[src/rtl/dbg_bridge_pkg.sv]
// rtl/dbg_bridge_pkg.sv - shared types and defaults for the debug request bridge
package dbg_bridge_pkg;

    localparam int DBG_ADDR_WIDTH     = 15;
    localparam int DBG_DATA_WIDTH     = 65;
    localparam int DBG_TIMEOUT_CYCLES = 255;

    // Bridge FSM states; one transaction in flight at most
    typedef enum logic [1:0] {
        ST_IDLE = 2'd0,
        ST_REQ  = 2'd1,
        ST_WAIT = 2'd2,
        ST_RESP = 2'd3
    } dbg_bridge_state_e;

    // Command as accepted from upstream, at the default widths
    typedef struct packed {
        logic [DBG_ADDR_WIDTH-1:0] addr;
        logic                      we;
        logic [DBG_DATA_WIDTH-1:0] wdata;
    } dbg_cmd_t;

endpackage

[src/rtl/dbg_bridge_timer.sv]
// rtl/dbg_bridge_timer.sv - stall counter flagging when a bus transaction has waited too long
module dbg_bridge_timer
    import dbg_bridge_pkg::*;
#(
    parameter int LIMIT = DBG_TIMEOUT_CYCLES
) (
    input  logic clk_i,
    input  logic rst_i,
    input  logic clear,
    input  logic enable,
    output logic expired
);

    logic [15:0] count;

    // Count stalled cycles; saturate so a held enable cannot wrap around
    always_ff @(posedge clk_i) begin
        if (rst_i || clear) begin
            count <= '0;
        end else if (enable && (count != 16'hFFFF)) begin
            count <= count + 16'd1;
        end
    end

    // Count starts at 0 in the first stalled cycle, so LIMIT-1 marks the LIMIT-th cycle
    assign expired = enable && (count >= 16'(LIMIT - 1));

endmodule

[src/rtl/dbg_req_bridge.sv]
// rtl/dbg_req_bridge.sv - single-outstanding command-to-debug-bus bridge (optional timeout: DBG_REQ_BRIDGE_TIMEOUT_EN)
module dbg_req_bridge
    import dbg_bridge_pkg::*;
#(
    parameter int ADDR_WIDTH     = DBG_ADDR_WIDTH,
    parameter int DATA_WIDTH     = DBG_DATA_WIDTH,
    parameter int TIMEOUT_CYCLES = DBG_TIMEOUT_CYCLES
) (
    input  logic                  clk_i,
    input  logic                  rst_i,
    input  logic                  cmd_valid_i,
    output logic                  cmd_ready_o,
    input  logic [ADDR_WIDTH-1:0] cmd_addr_i,
    input  logic                  cmd_we_i,
    input  logic [DATA_WIDTH-1:0] cmd_wdata_i,
    output logic                  resp_valid_o,
    input  logic                  resp_ready_i,
    output logic [DATA_WIDTH-1:0] resp_rdata_o,
    output logic                  resp_err_o,
    output logic                  dbg_req_o,
    input  logic                  dbg_gnt_i,
    input  logic                  dbg_rvalid_i,
    output logic [ADDR_WIDTH-1:0] dbg_addr_o,
    output logic                  dbg_we_o,
    output logic [DATA_WIDTH-1:0] dbg_wdata_o,
    input  logic [DATA_WIDTH-1:0] dbg_rdata_i,
    output logic                  busy_o
);

    dbg_bridge_state_e     state;
    logic [ADDR_WIDTH-1:0] hold_addr;
    logic                  hold_we;
    logic [DATA_WIDTH-1:0] hold_wdata;
    logic                  resp_valid;
    logic [DATA_WIDTH-1:0] resp_rdata;
    logic                  resp_err;
    logic                  dbg_req;
    logic                  timeout_hit;

`ifdef DBG_REQ_BRIDGE_TIMEOUT_EN
    logic timer_clear;
    logic timer_enable;

    // Restart the stall count whenever a command is accepted into REQ
    assign timer_clear  = (state == ST_IDLE) && cmd_valid_i;
    assign timer_enable = (state == ST_REQ) || (state == ST_WAIT);

    dbg_bridge_timer #(
        .LIMIT (TIMEOUT_CYCLES)
    ) u_timer (
        .clk_i   (clk_i),
        .rst_i   (rst_i),
        .clear   (timer_clear),
        .enable  (timer_enable),
        .expired (timeout_hit)
    );
`else
    logic unused_timeout_cfg;

    // Without the timeout the bridge waits on the bus indefinitely
    assign timeout_hit        = 1'b0;
    assign unused_timeout_cfg = (TIMEOUT_CYCLES == 0);
`endif

    // Transaction FSM with registered bus and response outputs
    always_ff @(posedge clk_i) begin
        if (rst_i) begin
            state      <= ST_IDLE;
            hold_addr  <= '0;
            hold_we    <= 1'b0;
            hold_wdata <= '0;
            resp_valid <= 1'b0;
            resp_rdata <= '0;
            resp_err   <= 1'b0;
            dbg_req    <= 1'b0;
        end else begin
            case (state)
                ST_IDLE: begin
                    if (cmd_valid_i) begin
                        hold_addr  <= cmd_addr_i;
                        hold_we    <= cmd_we_i;
                        hold_wdata <= cmd_wdata_i;
                        dbg_req    <= 1'b1;
                        state      <= ST_REQ;
                    end
                end
                ST_REQ: begin
                    if (dbg_gnt_i && dbg_rvalid_i) begin
                        dbg_req    <= 1'b0;
                        resp_rdata <= dbg_rdata_i;
                        resp_err   <= 1'b0;
                        resp_valid <= 1'b1;
                        state      <= ST_RESP;
                    end else if (dbg_gnt_i) begin
                        dbg_req <= 1'b0;
                        state   <= ST_WAIT;
                    end else if (timeout_hit) begin
                        dbg_req    <= 1'b0;
                        resp_rdata <= '0;
                        resp_err   <= 1'b1;
                        resp_valid <= 1'b1;
                        state      <= ST_RESP;
                    end
                end
                ST_WAIT: begin
                    if (dbg_rvalid_i) begin
                        resp_rdata <= dbg_rdata_i;
                        resp_err   <= 1'b0;
                        resp_valid <= 1'b1;
                        state      <= ST_RESP;
                    end else if (timeout_hit) begin
                        resp_rdata <= '0;
                        resp_err   <= 1'b1;
                        resp_valid <= 1'b1;
                        state      <= ST_RESP;
                    end
                end
                ST_RESP: begin
                    if (resp_ready_i) begin
                        resp_valid <= 1'b0;
                        state      <= ST_IDLE;
                    end
                end
                default: begin
                    dbg_req    <= 1'b0;
                    resp_valid <= 1'b0;
                    state      <= ST_IDLE;
                end
            endcase
        end
    end

    // Ready is gated by reset so it only rises once reset is released
    assign cmd_ready_o  = (state == ST_IDLE) && !rst_i;
    assign busy_o       = (state != ST_IDLE);
    assign resp_valid_o = resp_valid;
    assign resp_rdata_o = resp_rdata;
    assign resp_err_o   = resp_err;
    assign dbg_req_o    = dbg_req;
    assign dbg_addr_o   = hold_addr;
    assign dbg_we_o     = hold_we;
    assign dbg_wdata_o  = hold_wdata;

endmodule

[config.mk]
export PLATFORM = sky130hd
export DESIGN_NAME = dbg_req_bridge
export DESIGN_NICKNAME = d
export VERILOG_FILES = /design/src/rtl/dbg_bridge_pkg.sv /design/src/rtl/dbg_bridge_timer.sv /design/src/rtl/dbg_req_bridge.sv
export SDC_FILE = /design/constraint.sdc
export NUM_CORES = 1
export LEC_CHECK = 0
export BUFFER_PORTS_ARGS = -buffer_cell sky130_fd_sc_hd__buf_4
export CAP_MARGIN = 5
export CORE_ASPECT_RATIO = 1.5
export CORE_MARGIN = 10
export CORE_UTILIZATION = 48
export DETAILED_ROUTE_END_ITERATION = 6
export MAX_ROUTING_LAYER = met4
export PLACE_DENSITY = 0.85
export SLEW_MARGIN = 15
export SYNTH_ARGS = -nofsm -noshare
export SYNTH_HDL_FRONTEND = slang
export SYNTH_SLANG_ARGS = --single-unit
[constraint.sdc]
create_clock -name clk_i -period 4.9 [get_ports clk_i]
set_clock_uncertainty 0.2 [all_clocks]
set_input_delay 0.98 -clock clk_i [delete_from_list [all_inputs] [get_ports clk_i]]
set_output_delay 0.98 -clock clk_i [all_outputs]
set_load 0.05 [all_outputs]
==> qor.yml, run 1 <==
mappedNetlistArea_um2: 5510
r2r_slack_ns: 2.27
cp-end-kind: "output port"
power_per_cell_area_nw_per_um2: 595
syn-mean-instance-area_um2: 8.13
final_period_minus_worst_setup_slack_ns: 2.89
clkTransAtPathRegs_ns: 0.06
final_antenna_net_count: 0
synth-main-ff-cell: "sky130_fd_sc_hd__dfxtp_1"
max_cap_viol_count: 0
cts.sinks: 150
synth_seq_area_share: 0.545
drt-total-wl_mm: 18.4
reg2reg_to: "dbg_addr_o[14]"
layout.cells.most_common: "sky130_fd_sc_hd__buf_4"
crit_path_start: "state[1]"
post_cts_hold_buffer_count: 0
post-cts-setup-buffers: 0
cp.depth: 5
area_growth_pct: 50.6
cts.htree.levels: 4
yosysWarnings: 0
grt_first_pass_wirelength_mm: 27.3
synth_area_leader_cell: "sky130_fd_sc_hd__dfxtp_1"
dieHeight_um: 151
vias: 5370
yosysTopAreaCellShare: 0.545
path_common_cell: "sky130_fd_sc_hd__inv_1"
initial_cell_density_of_the_core: 0.495
global_route.usage.total: 0.221
first_global_vias: 5289
final_nets: 1109
xor_and_xnor_fraction_of_the_mapped_netlist_area: 0
antenna_fix_cells: 0
drt_drc_violations_left: 0
ys_ff_latch: 150
launching_point_of_the_worst_reg2reg_path: "state[1]"
post_route_cells_drive_above_1_share: 0.382
timing.setup.tns_ns: 0
place.detailed.hpwl_mm: 13.5
first_iter_violations: 160
timing.critical_path.cells: "inv_1, ha_1, inv_1, nor2_1, buf_4"
synth-compound-area-share: 0.161
final_util: 0.746
root_buffer: "sky130_fd_sc_hd__clkbuf_16"
critPathBufInv: 3
arrival_ns: 1.71
fin_crit_share: 0.590
timing.final.setup_violations: 0
number_of_synthesized_flops_with_an_enable_pin: 0
clk-insertion-delay-late_ns: 0.41
design.core.area_um2: 11100
worst_hold_slack_ns: 0.253
outcome: "finished clean"
r2r_cells: 6
report.final.hold_viol_count: 0
static-leakage-power_nw: 3.67
detail_route.wl_per_cell_um: 16.6
place.detailed.instances: 1080
max_freq_mhz: 346
final_cells: 1111
timing.max_slew.rel_slack: 0.367
fp.dieW_um: 107
cell_type_of_the_slowest_stage_on_the_worst_timing_path: "sky130_fd_sc_hd__dfxtp_1"
cts-root-to-sink-buffers: 2
number_of_placement_rows: 47
pin_count: 303
worst-slew-pin-transition_ns: 0.949
most-common-layout-cells: "305 x sky130_fd_sc_hd__buf_4, 284 x sky130_fd_sc_hd__nand2_1, 150 x sky130_fd_sc_hd__dfxtp_1"
yosys-mux-area-fraction: 0.00455
cts_tree: "done"
synth-async-reset-ratio: 0
via_per_inst: 4.83
yosys.area_share.adder: 0.0114
criticalPathCategory: "flop to output port"
critPathTopFamily: "buffers and inverters"
timing_max_transition_violations_final: 0
die_area_um2: 16200
syn_inst: 677
gpl.final_weighted_congestion: 0.842
fillers: 825
worstPathMaxFanout: 7
synth_nets: 834
cts_resized: 0
grt_antenna_before_repair: 0
synth.area.top_cells: "sky130_fd_sc_hd__dfxtp_1 55%, sky130_fd_sc_hd__nand2_1 19%, sky130_fd_sc_hd__a21oi_1 12%"
synth_simple_gate_area_frac: 0.218
timing.critical_path.from_type: "flop"
max_stage_delay_ns: 0.34
hold_class: "flop to flop"
rsz0062_at_grt: "no"
grt_start_max_net_pins: 82
critPathCapture: "cmd_ready_o"
first_pass_iters: 4
vdd_drop_max_uv: 443
cts-buffers-inserted: 17
synth.lib_cells_used.distinct: 28
io_buffer_count: 301
dominant_combinational_cell_family_by_area_after_synthesis: "simple AND/OR/NAND/NOR gates"
data_required_time_at_the_worst_endpoint_ns: 3.72
globalRouteOverflowTotal: 0
==> how the worst min path moves through the flow <==
stage / start / to / slack (ns) / cells after the start
detailed placement: dbg_wdata_o[35] / dbg_wdata_o[35] / 0.25 / 2
finish: dbg_wdata_o[19] / dbg_wdata_o[19] / 0.25 / 2
global placement: dbg_addr_o[9] / dbg_addr_o[9] / 0.24 / 2
CTS: resp_rdata_o[22] / resp_rdata_o[22] / 0.25 / 2
global route: dbg_wdata_o[11] / dbg_wdata_o[11] / 0.27 / 2
floorplan: state[1] / state[1] / 0.31 / 2
==> synth_stat cells (2+ instances only) <==
library cell and instances:
sky130_fd_sc_hd__ha_1 5, sky130_fd_sc_hd__a21oi_1 131, sky130_fd_sc_hd__clkbuf_1 22, sky130_fd_sc_hd__buf_2 12, sky130_fd_sc_hd__buf_8 4, sky130_fd_sc_hd__buf_4 6, sky130_fd_sc_hd__nor2_1 5, sky130_fd_sc_hd__nor2b_1 3
sky130_fd_sc_hd__a31oi_1 2, sky130_fd_sc_hd__nand2_1 285, sky130_fd_sc_hd__inv_1 6, sky130_fd_sc_hd__a21oi_2 17, sky130_fd_sc_hd__buf_12 2, sky130_fd_sc_hd__dfxtp_1 150, sky130_fd_sc_hd__buf_1 2, sky130_fd_sc_hd__nand2_2 11
sky130_fd_sc_hd__o21ai_0 3
==> worst reg2reg max path, cell delays in order, from the launching register on <==
cell                      delay, ns
sky130_fd_sc_hd__dfxtp_1       0.34
sky130_fd_sc_hd__inv_1         0.11
sky130_fd_sc_hd__ha_1          0.32
sky130_fd_sc_hd__and2_2        0.84
sky130_fd_sc_hd__buf_4         0.46
sky130_fd_sc_hd__nand2_1       0.13
sky130_fd_sc_hd__a21oi_1       0.16
==> final cells by class <==
cell class	instances	area (um^2)	area share
inverter	6	22.5	0.00272
multi-input combinational	472	2180	0.263
sequential	150	3000	0.362
tap	147	184	0.0222
clock buffer	19	433	0.0522
clock inverter	12	179	0.0216
timing repair buffer	305	2290	0.276
==> through the flow <==
step | power (mW) | setup WS (ns) | cell area [um^2]
after floorplan | 3.06 | 1.76 | 5510
after global placement | 3.59 | 2.07 | 7680
after detailed placement | 3.62 | 2.01 | 7680
after CTS | 4.97 | 2.03 | 8290
after global routing | 5.17 | 1.92 | 8290
final | 4.93 | 2.01 | 8290
==> state kept, by name, indices dropped and copies added (netlist names) <==
signal        cells
dbg_addr_o       15
dbg_req_o         1
dbg_wdata_o      65
dbg_we_o          1
resp_rdata_o     65
resp_valid_o      1
state             2
==> power breakdown <==
| group | switching, mW | internal [mW] | total (mW) | leakage, nW |
|---|---|---|---|---|
| Clock | 0.501 | 0.850 | 1.35 | 0.289 |
| Sequential | 0.118 | 1.45 | 1.56 | 1.22 |
| Combinational | 1.43 | 0.588 | 2.02 | 2.16 |
==> cell families after synthesis <==
group,after synthesis
AND/OR/NAND/NOR,307
AO/OA/AOI/OAI,157
flip-flops,150
buffers and inverters,55
adder cells (fa/ha/maj),5
multiplexers,2
other,1
==> metal layers <==
metal,GRT usage,vias to the layer above,part of all wire
met5,-,-,0
met4,0.0938,0,0.032
met3,0.0812,36,0.084
met2,0.381,215,0.53
met1,0.220,2407,0.36
li1,-,2712,-
(Power assumes the default switching activity.)
==> inputs of run 2 (changes only) <==
--- a/config.mk
+++ b/config.mk
@@ -9,10 +9,10 @@
 export CAP_MARGIN = 5
 export CORE_ASPECT_RATIO = 1.5
 export CORE_MARGIN = 10
-export CORE_UTILIZATION = 48
+export CORE_UTILIZATION = 44
 export DETAILED_ROUTE_END_ITERATION = 6
 export MAX_ROUTING_LAYER = met4
-export PLACE_DENSITY = 0.85
+export PLACE_DENSITY = 0.79
 export SLEW_MARGIN = 15
 export SYNTH_ARGS = -nofsm -noshare
 export SYNTH_HDL_FRONTEND = slang
==> constraint.sdc (replaced) <==
create_clock -name clk_i -period 2.8 [get_ports clk_i]
set_clock_uncertainty 0.2 [all_clocks]
set_input_delay 0.56 -clock clk_i [delete_from_list [all_inputs] [get_ports clk_i]]
set_output_delay 0.56 -clock clk_i [all_outputs]
set_load 0.05 [all_outputs]
==> run 2 against run 1 <==
- sequential share of layout area shrank 0.50 points
- register-to-register slack lost 1.7 ns
- critical path type unchanged
- hold slack lost 0.066 ns
- core utilization shrank 6.7 points
- die area grew 7.6%
- power grew 77%
- cell count grew 1.3%
- via count shrank 0.93%
- count of clock-buffer cells in the layout grew 1
- largest power group unchanged
- final area grew 1.4%
- combinational power grew 82%
==> qor.yml, run 2 (synthesis gave the netlist of run 1 again) <==
outcome: "finished clean"
clk-insertion-delay-late_ns: 0.41
p_int_mw: 5.11
grtUsageMet3: 0.0690
timing.setup.tns_ns: 0
die_area_um2: 17500
gpl.final_weighted_congestion: 0.859
area_growth_pct: 52.7
criticalPathCategory: "flop to output port"
cts_resized: 0
timing_max_transition_violations_final: 0
globalRouteOverflowTotal: 0
drt-total-wl_mm: 18.3
post_route_cells_drive_above_1_share: 0.385
final_period_minus_worst_setup_slack_ns: 2.36
power_switching_mw: 3.65
hold_class: "primary input to flop"
worstPathMaxFanout: 7
io_buffer_count: 301
min-delay-start: "cmd_wdata_i[40]"
grt_first_pass_wirelength_mm: 27.6
power.share.sequential: 0.311
root_buffer: "sky130_fd_sc_hd__clkbuf_16"
max_freq_mhz: 424
report.final.hold_viol_count: 0
static-leakage-power_nw: 3.71
timing.max_slew.rel_slack: 0.359
dpl_worst_slack_ns: 0.641
cp-end-kind: "output port"
worst-slew-pin-transition_ns: 0.961
rsz0062_at_grt: "no"
placement.cell_area_um2: 7790
antenna_fix_cells: 0
place.detailed.hpwl_mm: 13.7
layout_setup_ws_ns: 0.441
layout.cells.most_common: "sky130_fd_sc_hd__buf_4"
grt_antenna_before_repair: 0
first_iter_violations: 296
cts-buffers-inserted: 17
timing.critical_path.from_type: "flop"
pin_count: 303
fin_crit_share: 0.843
vdd_drop_max_uv: 591
dieHeight_um: 157
most-common-layout-cells: "303 x sky130_fd_sc_hd__buf_4, 284 x sky130_fd_sc_hd__nand2_1, 150 x sky130_fd_sc_hd__dfxtp_1"
gr_met1_demand_resource: 0.205
timing.final.setup_violations: 0
power.switching_fraction: 0.417
first_global_vias: 5174
detail_route.wl_per_cell_um: 16.3
vias: 5320
cts.htree.levels: 4
worst_hold_path.num_cells: 3
hold-path-endpoint: "dbg_wdata_o[40]"
number_of_placement_rows: 50
pwr-share-comb: 0.419
cts.sinks: 150
final_nets: 1113
post_cts_hold_buffer_count: 0
power_per_cell_area_nw_per_um2: 1040
clkTransAtPathRegs_ns: 0.06
reg2reg_to: "resp_rdata_o[22]"
r2r_cells: 7
arrival_ns: 1.60
final_antenna_net_count: 0
r2r_slack_ns: 0.62
cts_tree: "done"
data_required_time_at_the_worst_endpoint_ns: 2.04
design.core.area_um2: 12400
via_per_inst: 4.73
postLayoutCellArea_um2: 8410
first_pass_iters: 4
power_frac_clock: 0.270
top_usage_layer: "met2"
fp.dieW_um: 111
grt_start_max_net_pins: 82
cts-root-to-sink-buffers: 2
post-cts-setup-buffers: 0
initial_cell_density_of_the_core: 0.444
max_cap_viol_count: 0
launching_point_of_the_worst_reg2reg_path: "state[1]"
global_route.usage.total: 0.203
drt_drc_violations_left: 0
global_route.usage.met2: 0.352
[run 2: cell types whose count changed in the layout (fill, tap and decap cells not counted), sizes merged]
cell      change
buf           +4
bufinv        -1
clkbuf        +1
clkinv        -3
clkinvlp      +1
inv           +3
[run 2: how the worst max path moves through the flow]
stage	startpoint	to	slack [ns]	depth (start not counted)
3_3_place_gp	state[1]	resp_rdata_o[43]	0.71	7
2_1_floorplan	state[0]	cmd_ready_o	0.42	4
4_1_cts	state[0]	cmd_ready_o	0.43	5
3_5_place_dp	state[1]	resp_rdata_o[22]	0.64	7
6_report	state[0]	cmd_ready_o	0.44	5
5_1_grt	state[0]	cmd_ready_o	0.25	5
[run 2: power groups by stage]
stage                     sequential [mW]  clock, mW  combinational [mW]
after CTS                            2.73       2.42                3.70
after detailed placement             2.77          0                3.69
after global routing                 2.78       2.51                3.91
final                                2.73       2.36                3.67
after floorplan                      4.06          0                1.29
after global placement               2.76          0                3.66
[run 2: metrics by stage]
step,total power [mW],instances,hold WS (ns),util
6_report,8.76,1125,0.187,0.679
5_1_grt,9.21,1125,0.177,0.679
4_1_cts,8.85,1125,0.176,0.679
3_5_place_dp,6.46,1093,0.247,0.629
3_3_place_gp,6.42,1093,0.241,0.629
2_1_floorplan,5.35,677,0.314,-
[run 2: area by class of cell]
cell class / instances / area [um^2]
fillers: 1047 / 3980
flip-flops and latches: 150 / 3000
repair buffers: 309 / 2390
multi-input cells: 472 / 2180
clock buffers: 20 / 447
well taps: 156 / 195
clock inverters: 12 / 169
inverters: 6 / 22.5
[run 2: critical path: stages, from the launching register on]
cell                      delay [ns]
sky130_fd_sc_hd__dfxtp_1        0.35
sky130_fd_sc_hd__inv_1          0.10
sky130_fd_sc_hd__ha_1           0.27
sky130_fd_sc_hd__inv_1          0.12
sky130_fd_sc_hd__nor2_1         0.13
sky130_fd_sc_hd__buf_4          0.22
[run 2: per-layer routing]
layer / share of wire / vias to the layer above
met2: 0.52 / 186
met5: 0 / -
met3: 0.070 / 27
met1: 0.38 / 2380
li1: - / 2727
met4: 0.026 / 0
==> inputs of run 3 (changes only) <==
--- a/config.mk
+++ b/config.mk
@@ -5,14 +5,15 @@
 export SDC_FILE = /design/constraint.sdc
 export NUM_CORES = 1
 export LEC_CHECK = 0
+export ABC_AREA = 1
 export BUFFER_PORTS_ARGS = -buffer_cell sky130_fd_sc_hd__buf_4
 export CAP_MARGIN = 5
 export CORE_ASPECT_RATIO = 1.5
 export CORE_MARGIN = 10
-export CORE_UTILIZATION = 44
+export CORE_UTILIZATION = 40
 export DETAILED_ROUTE_END_ITERATION = 6
 export MAX_ROUTING_LAYER = met4
-export PLACE_DENSITY = 0.79
+export PLACE_DENSITY = 0.76
 export SLEW_MARGIN = 15
 export SYNTH_ARGS = -nofsm -noshare
 export SYNTH_HDL_FRONTEND = slang
==> constraint.sdc (replaced) <==
create_clock -name clk_i -period 2 [get_ports clk_i]
set_clock_uncertainty 0.2 [all_clocks]
set_input_delay 0.4 -clock clk_i [delete_from_list [all_inputs] [get_ports clk_i]]
set_output_delay 0.4 -clock clk_i [all_outputs]
set_load 0.05 [all_outputs]
==> run 3 against run 2 <==
- non-clock buffer count increased by 6
- highest routed layer unchanged
- cell count grew 2.1%
- largest cell class unchanged
- critical endpoint unchanged
- critical path type unchanged
- critical path depth is the same
- sequential cell count unchanged
==> qor.yml, run 3 <==
drt_drc_violations_left: 0
cts.htree.levels: 4
first_pass_iters: 4
report.final.hold_viol_count: 0
p_int_mw: 7.48
vdd_drop_max_uv: 807
timing.critical_path.cells: "inv_2, ha_4, inv_2, nor2_4, buf_6"
met2RoutedLength_mm: 8.44
criticalPathCategory: "flop to output port"
path_common_cell: "sky130_fd_sc_hd__inv_2"
power.share.sequential: 0.302
clk-insertion-delay-late_ns: 0.40
min-delay-start: "cmd_wdata_i[19]"
synth_seq_area_share: 0.541
grt_antenna_before_repair: 0
critPathTopFamily: "flip-flops"
grt_first_pass_wirelength_mm: 29.1
hold_class: "primary input to flop"
timing.critical_path.from_type: "flop"
gpl.final_weighted_congestion: 0.864
max_freq_mhz: 518
timing.final.setup_violations: 0
synth.most_common_cell: "sky130_fd_sc_hd__nor2_1"
max_cap_viol_count: 0
grt_start_max_net_pins: 82
cts_tree: "done"
first_global_vias: 5569
arrival_ns: 1.33
antenna_fix_cells: 0
via_per_inst: 5.03
power_frac_clock: 0.230
io_buffer_count: 301
synth_nets: 860
globalRouteOverflowTotal: 0
layout.cells.most_common: "sky130_fd_sc_hd__buf_4"
syn_inst: 703
cts-buffers-inserted: 17
number_of_synthesized_flops_with_an_enable_pin: 0
synth.area.top_cells: "sky130_fd_sc_hd__dfxtp_1 54%, sky130_fd_sc_hd__nor2_1 12%, sky130_fd_sc_hd__nand4_1 7.3%"
first_iter_violations: 465
place.detailed.instances: 1118
route.top_layer_used: "met4"
final_antenna_net_count: 0
mappedNetlistArea_um2: 5560
cell_type_of_the_slowest_stage_on_the_worst_timing_path: "sky130_fd_sc_hd__dfxtp_2"
final_nets: 1133
final_period_minus_worst_setup_slack_ns: 1.93
die_area_um2: 19100
static-leakage-power_nw: 3.86
timing_max_transition_violations_final: 0
dieHeight_um: 164
fillers: 1195
fp.dieW_um: 116
outcome: "finished clean"
number_of_placement_rows: 52
pwr-share-comb: 0.469
yosysWarnings: 0
rsz0062_at_grt: "no"
post_cts_hold_buffer_count: 0
routed-wl-met3_mm: 2.62
area_growth_pct: 53.1
multi_input_area_um2: 2230
synth_area_leader_cell: "sky130_fd_sc_hd__dfxtp_1"
synth-async-reset-ratio: 0
launching_point_of_the_worst_reg2reg_path: "state[1]"
syn-mean-instance-area_um2: 7.90
post_route_cells_drive_above_1_share: 0.363
synth-main-ff-cell: "sky130_fd_sc_hd__dfxtp_1"
root_buffer: "sky130_fd_sc_hd__clkbuf_16"
detail_route.wl_per_cell_um: 16.8
data_required_time_at_the_worst_endpoint_ns: 1.40
drt-total-wl_mm: 19.3
max_stage_delay_ns: 0.37
ys_ff_latch: 150
place.detailed.hpwl_mm: 14.0
cts.sinks: 150
design.core.area_um2: 13500
synth.lib_cells_used.distinct: 20
netlist_top_cells_count: "173 x sky130_fd_sc_hd__nor2_1, 150 x sky130_fd_sc_hd__dfxtp_1, 81 x sky130_fd_sc_hd__nand2_1"
cp-end-kind: "output port"
final_cells: 1149
wire_length_the_detailed_router_placed_on_met1_mm: 7.79
vias: 5779
yosysTopAreaCellShare: 0.541
power_switching_mw: 6.21
critPathBufInv: 3
pin_count: 303
crit_path_start: "state[0]"
global_route.usage.total: 0.198
cts-root-to-sink-buffers: 2
most-common-layout-cells: "307 x sky130_fd_sc_hd__buf_4, 172 x sky130_fd_sc_hd__nor2_1, 148 x sky130_fd_sc_hd__dfxtp_1"
final-seq-area_um2: 3010
fin_crit_share: 0.965
initial_cell_density_of_the_core: 0.411
worstPathMaxFanout: 6
power.switching_fraction: 0.454
power_per_cell_area_nw_per_um2: 1610
clkTransAtPathRegs_ns: 0.07
timing.setup.tns_ns: 0
## run 3: changes by cell type after synthesis, sizes merged, moves of 7 or more
cell / previous run / this run
o21ai: 3 / 82
nand2: 296 / 82
nand4: 0 / 65
nor2: 5 / 173
a21oi: 148 / 68
inv: 6 / 13
buf: 27 / 36
## run 3: per-layer routing
| layer | GRT usage | up-vias |
|---|---|---|
| li1 | - | 2883 |
| met1 | 0.219 | 2573 |
| met2 | 0.291 | 300 |
| met3 | 0.108 | 23 |
| met4 | 0.0765 | 0 |
| met5 | - | - |
## run 3: per-stage QoR
step                       util  hold WS [ns]  worst slack, ns  area [um^2]  power, mW
final                     0.629        0.0296           0.0701         8510       13.7
after global routing      0.629        0.0214          0.00773         8510       14.4
after CTS                 0.629        0.0111          0.00539         8510       13.8
after detailed placement  0.584         0.253            0.192         7900       10.6
after global placement    0.584         0.249            0.235         7900       10.5
after floorplan               -         0.297            0.134         5560       8.57
## run 3: worst paths after layout
path                      endpoint  depth (start not counted)  slack (ns)
setup reg to reg  resp_rdata_o[49]                          6        0.21
setup / recovery       cmd_ready_o                          5        0.07
hold reg to reg   resp_rdata_o[33]                          2        0.26
hold / removal     dbg_wdata_o[19]                          3        0.03
## run 3: cell type report
class | count | share of cell area
clock buffer | 17 | 0.0500
clock inverter | 13 | 0.0174
inverter | 13 | 0.00574
multi-input combinational | 479 | 0.262
sequential | 150 | 0.353
tap | 162 | 0.0238
timing repair buffer | 315 | 0.288
## run 3: worst reg2reg max path: stages, from the launching register on
cell and delay [ns]:
sky130_fd_sc_hd__dfxtp_2 0.34, sky130_fd_sc_hd__inv_2 0.09, sky130_fd_sc_hd__ha_1 0.24, sky130_fd_sc_hd__or2_4 0.16, sky130_fd_sc_hd__buf_4 0.35, sky130_fd_sc_hd__nand4_1 0.16
sky130_fd_sc_hd__a21oi_1 0.19
## run 3: timing repair
item	4_1_cts	5_1_grt
buffers inserted	1	0
setup endpoints to repair	2	2
resized for setup	7	2
hold endpoints to repair	0	0
## run 3: cell families after synthesis
logic type               synth area share
buffers and inverters              0.0622
AND/OR/NAND/NOR                     0.250
adder cells (fa/ha/maj)            0.0113
flip-flops                          0.541
other                            0.000675
AO/OA/AOI/OAI                       0.135
## run 3: power by group through the flow
stage	clock network (mW)	registers, mW	logic [mW]
2_1_floorplan	0	6.66	1.91
3_3_place_gp	0	4.15	6.38
3_5_place_dp	0	4.18	6.39
4_1_cts	3.21	4.13	6.46
5_1_grt	3.33	4.22	6.85
6_report	3.15	4.13	6.42
